`src/rtl/mac_psum_acc.sv`:
```
`default_nettype none
// ============================================================================
// Module   : mac_psum_acc
// Purpose  : Partial-sum accumulator sitting behind a mac_wrapper. The
//            upstream wrapper adds its tile dot product to psum_fb and
//            returns the result on mac_out. This block keeps that running
//            value and counts tiles. After num_tiles beats it presents the
//            completed sum on out_data with a valid/ready handshake.
// Ports    : clk, reset      - single clock, synchronous active-high reset
//            num_tiles       - tiles per output (0 means 1), sampled on the
//                              first beat only
//            in_valid/in_ready, mac_out - tile result stream from wrapper
//            psum_fb         - running accumulator fed back to wrapper
//            out_valid/out_ready, out_data - completed sum stream
//            tile_cnt        - beats accepted in the current accumulation
// Config   : PSUM_RELU_EN    - when defined, negative final sums are
//                              latched into out_data as zero
// Revision : 1.0 - initial release
// ============================================================================
module mac_psum_acc #(
    parameter int psum_bw = 16,
    parameter int cnt_bw  = 4
) (
    input  logic               clk,
    input  logic               reset,
    input  logic [cnt_bw-1:0]  num_tiles,
    input  logic               in_valid,
    output logic               in_ready,
    input  logic [psum_bw-1:0] mac_out,
    output logic [psum_bw-1:0] psum_fb,
    output logic               out_valid,
    input  logic               out_ready,
    output logic [psum_bw-1:0] out_data,
    output logic [cnt_bw-1:0]  tile_cnt
);

    localparam logic [cnt_bw-1:0] c_one = cnt_bw'(1);

    typedef enum logic [1:0] {
        S_IDLE = 2'd0,
        S_ACC  = 2'd1,
        S_HOLD = 2'd2
    } state_t;

    state_t              r_state;
    state_t              w_state_nxt;
    logic [psum_bw-1:0]  r_acc;
    logic [psum_bw-1:0]  r_out_data;
    logic [cnt_bw-1:0]   r_tile_cnt;
    logic [cnt_bw-1:0]   r_ntiles;

    logic                w_accept;
    logic                w_last;
    logic [cnt_bw-1:0]   w_ntiles_in;
    logic [cnt_bw-1:0]   w_cnt_inc;
    logic [psum_bw-1:0]  w_final;

    // in_ready is forced high while reset is held so the reset cycle looks
    // like IDLE to the producer; w_accept still masks the beat out.
    assign in_ready    = reset || (r_state != S_HOLD);
    assign w_accept    = in_valid && in_ready && !reset;
    assign w_ntiles_in = (num_tiles == '0) ? c_one : num_tiles;
    assign w_cnt_inc   = r_tile_cnt + c_one;

    assign psum_fb     = r_acc;
    assign out_valid   = (r_state == S_HOLD);
    assign out_data    = r_out_data;
    assign tile_cnt    = r_tile_cnt;

    // Rectification applies only to the latched result, never to feedback.
`ifdef PSUM_RELU_EN
    assign w_final = mac_out[psum_bw-1] ? '0 : mac_out;
`else
    assign w_final = mac_out;
`endif

    // Next-state logic
    always_comb begin
        w_state_nxt = r_state;
        w_last      = 1'b0;
        case (r_state)
            S_IDLE: begin
                if (w_accept) begin
                    w_last      = (w_ntiles_in == c_one);
                    w_state_nxt = w_last ? S_HOLD : S_ACC;
                end
            end
            S_ACC: begin
                if (w_accept) begin
                    w_last      = (w_cnt_inc == r_ntiles);
                    w_state_nxt = w_last ? S_HOLD : S_ACC;
                end
            end
            S_HOLD: begin
                if (out_ready) begin
                    w_state_nxt = S_IDLE;
                end
            end
            default: begin
                w_state_nxt = S_IDLE;
            end
        endcase
    end

    // State register
    always_ff @(posedge clk) begin
        if (reset) begin
            r_state <= S_IDLE;
        end else begin
            r_state <= w_state_nxt;
        end
    end

    // Datapath registers
    always_ff @(posedge clk) begin
        if (reset) begin
            r_acc      <= '0;
            r_out_data <= '0;
            r_tile_cnt <= '0;
            r_ntiles   <= c_one;
        end else if (w_accept) begin
            if (r_state == S_IDLE) begin
                // num_tiles is only looked at here, so later changes are inert
                r_ntiles   <= w_ntiles_in;
                r_tile_cnt <= c_one;
            end else begin
                r_tile_cnt <= w_cnt_inc;
            end
            if (w_last) begin
                // Accumulator is cleared so psum_fb reads 0 while holding
                r_acc      <= '0;
                r_out_data <= w_final;
            end else begin
                r_acc      <= mac_out;
            end
        end else if ((r_state == S_HOLD) && out_ready) begin
            r_tile_cnt <= '0;
        end
    end

endmodule
`default_nettype wire

```
`config.mk`:
```
export PLATFORM = sky130hd
export DESIGN_NAME = mac_psum_acc
export DESIGN_NICKNAME = d
export VERILOG_FILES = /design/src/rtl/mac_psum_acc.sv
export SDC_FILE = /design/constraint.sdc
export NUM_CORES = 1
export LEC_CHECK = 0
export CORE_ASPECT_RATIO = 1.25
export CORE_MARGIN = 5
export CORE_UTILIZATION = 48
export CTS_CLUSTER_SIZE = 24
export DETAILED_ROUTE_END_ITERATION = 10
export PLACE_DENSITY_LB_ADDON = 0.2
export SYNTH_ARGS = -nofsm -noshare
export SYNTH_HDL_FRONTEND = slang
export SYNTH_SLANG_ARGS = --single-unit
```
`constraint.sdc`:
```
create_clock -name clk -period 4.54 [get_ports clk]
set_input_delay 0.454 -clock clk [delete_from_list [all_inputs] [get_ports clk]]
set_output_delay 0.454 -clock clk [all_outputs]
set_load 0.005 [all_outputs]
```
==> metrics.md <==
| Metric | Value |
|---|---|
| Outcome | `complete, no violations` |
| Largest net degree at the start of global routing | `46` |
| CP dominant cell by count | `clkdlybuf4s50_1` |
| Final Slew Violations | `0` |
| CTS H-tree depth | `2` |
| VDD IR-drop max | `0.288 mV` |
| Die Area | `0.00521 mm²` |
| Routed len/inst | `15.1 µm` |
| Final wirelength | `4600 µm` |
| Num CTS Buffers | `5` |
| FP Rows | `25` |
| Nets | `289` |
| # IOs | `62` |
| Critical path type | `in2out` |
| Die height | `79.5 µm` |
| Cell area after layout | `0.00257 mm²` |
| Worst hold-check path type | `reg2reg` |
| # clock sinks | `42` |
| Starting DRT DRC Count | `131` |
| Synthesized Nets | `236` |
| Top cell type's share of synthesized area | `0.454` |
| Ant. Diodes | `0` |
| Ys async rst share | `0` |
| Max Cap Viol | `0` |
| Worst-Margin Slew | `0.710 ns` |
| Most common cell in the netlist | `dfxtp_1` |
| Max Fclk | `0.411 GHz` |
| First-pass GRT wire length | `7870 µm` |
| Yosys warnings | `0` |
| Setup_tns | `0 ns` |
| Hold WS | `0.474 ns` |
| Static Leak | `0.886 nW` |
| CP endpoint kind | `output port` |
| Layout Utilization | `0.684` |
| Area of placed instances | `0.00243 mm²` |
| Yosys reg bits | `42` |
| Worst path slowest cell | `clkdlybuf4s50_1` |
| Post-CTS Resized | `0` |
| Starting Density | `0.494` |
| Fillcell total | `321` |
| Req. time, crit path | `4.09 ns` |
| Syn avg cell area | `8.78 µm²` |
| Worst-Skew Late Latency | `0.30 ns` |
| Unique masters post-synth | `38` |
| Layout area overhead | `38.6%` |
| Largest fanout on the critical path | `45` |
| Vias in the first global route | `1682` |
| Mean number of vias per cell | `5.57` |
| GRT Total Usage | `0.194` |
| Min Clock Period, post-route | `2.43 ns` |
| Post-synthesis cell area | `0.00185 mm²` |
| Cts hold-fix bufs | `0` |
| Initial antenna violation count | `0` |
| Root Buffer | `clkbuf_8` |
| Synth top area cells | `dfxtp_1, o32ai_1, a21oi_1, nand3_1, o21ai_0` |
| CTS tree | `yes` |
| Worst clock skew | `0.00888 ns` |
| Port Buffers | `61` |
| Die width | `65.6 µm` |
| Ratio of cells with drive above 1 in the final layout | `0.0717` |
| Core ar. | `0.00375 mm²` |
| Final antenna-violating net count | `0` |
| Switching pwr | `0.200 mW` |
| CP bufs+invs | `3` |
| Clock power frac | `0.402` |
| Routability cong. | `0.786` |
| Drc violations | `0` |
| RSZ-0062 raised after global routing | `false` |
| Hold Violations, Final | `0` |
| Post-synth EDFFs | `0` |
| Clk buf depth | `2` |
| Cell taking the most area after synthesis | `dfxtp_1` |
| Final worst setup slack | `2.11 ns` |
| Most common flop cell mapped by yosys | `dfxtp_1` |
| Comb pwr share | `0.139` |
| Drt first pass iters | `4` |
| Sequential-to-total area share from yosys stat | `0.454` |
| Sw Ratio | `0.228` |
| Critical Path Start Type | `primary input` |
| Crit path DAT | `1.98 ns` |
| Vias post-DR | `1699` |
| Top cells by count, synth | `dfxtp_1, a21oi_1, nand2_1` |
| Synthesized instance count | `211` |
| Final period util | `0.536` |
| Sequential share of power | `0.459` |
| Dpl ws | `1.91 ns` |
| Power Density | `342 mW/mm²` |
| Post-CTS Setup Bufs | `0` |
| # setup viols final | `0` |
| Crit-path cells | `clkdlybuf4s50_1 > buf_4 > nand2b_1 > clkdlybuf4s50_1` |
| Cell internal pwr | `0.678 mW` |
| CP max stage delay | `0.49 ns` |
| Detailed placement HPWL | `3260 µm` |
| Crit-path leading delay family | `buffers and inverters` |
| Max transition margin | `0.523` |
| Grt ovf | `0` |
| Clk pin slew, worst setup/hold paths | `0.08 ns` |
## metal layers
metal / part of all wire / vias up / track usage
met5: 0 / - / 0
met1: 0.39 / 795 / 0.216
met3: 0.049 / 7 / 0.0521
met4: 0.014 / 0 / 0.0622
li1: - / 851 / -
met2: 0.54 / 46 / 0.353
## worst paths after layout
kind / start / slack, ns / cells after the start / endpoint
setup / recovery: reset / 2.11 / 4 / in_ready
hold / removal: psum_fb[2]$_SDFFE_PP0P_ / 0.47 / 2 / psum_fb[2]$_SDFFE_PP0P_
setup reg to reg: tile_cnt[0]$_SDFFE_PP0P_ / 2.46 / 6 / psum_fb[0]$_SDFFE_PP0P_
hold reg to reg: psum_fb[2]$_SDFFE_PP0P_ / 0.47 / 2 / psum_fb[2]$_SDFFE_PP0P_
## state kept, by name, indices dropped and copies added, names as in the netlist
signal    flops
out_data     16
psum_fb      16
r_ntiles      4
r_state       2
tile_cnt      4
## worst register-to-register path: cells and delay by family, from the launching register on
kind                     cells  cell delay, ns
flip-flops                   1            0.45
XOR/XNOR                     1            0.18
AND/OR/NAND/NOR              3            0.90
AO/OA/AOI/OAI                1            0.12
adder cells (fa/ha/maj)      1            0.30
## final cells by class
class                   instances  area [µm²]  area share
clock buffers                   5        68.8      0.0268
clock inverters                 3        68.8      0.0268
inverters                      17        63.8      0.0248
multi-input cells             135         851       0.331
flip-flops and latches         42         841       0.327
well taps                      40        50.0      0.0195
repair buffers                 63         626       0.244
## cell families (layout without fill, tap and decap cells)
group                      Yosys count  count (layout)  share of synthesized area
AOI/OAI and AO/OA                   63              63                      0.227
xor gates and xnor gates             6               6                     0.0284
and+or+nand+nor                     65              65                      0.196
buffers and inverters               34              88                     0.0884
adders and majority gates            1               1                    0.00675
DFF                                 42              42                      0.454
## power groups by stage
stage | clock network [mW] | registers (mW) | logic (mW)
global route | 0.374 | 0.406 | 0.136
CTS | 0.356 | 0.403 | 0.123
floorplan | 0 | 0.408 | 0.0612
global placement | 0 | 0.411 | 0.121
detailed placement | 0 | 0.412 | 0.123
finish | 0.353 | 0.403 | 0.122
## cells in the final DEF, fill, tap and decap left out, drive strengths merged, types with 5 or more instances in the layout
cell type / n
dfxtp: 42
nand3: 21
a21oi: 23
clkdlybuf4s50: 61
nor2: 5
o32ai: 16
clkbuf: 5
nand2: 23
inv: 17
o21ai: 18
## stage by stage
stage	power, mW	cells
finish	0.878	305
global route	0.916	305
CTS	0.883	305
detailed placement	0.534	297
global placement	0.533	297
floorplan	0.470	211
(Power assumes the default switching activity.)
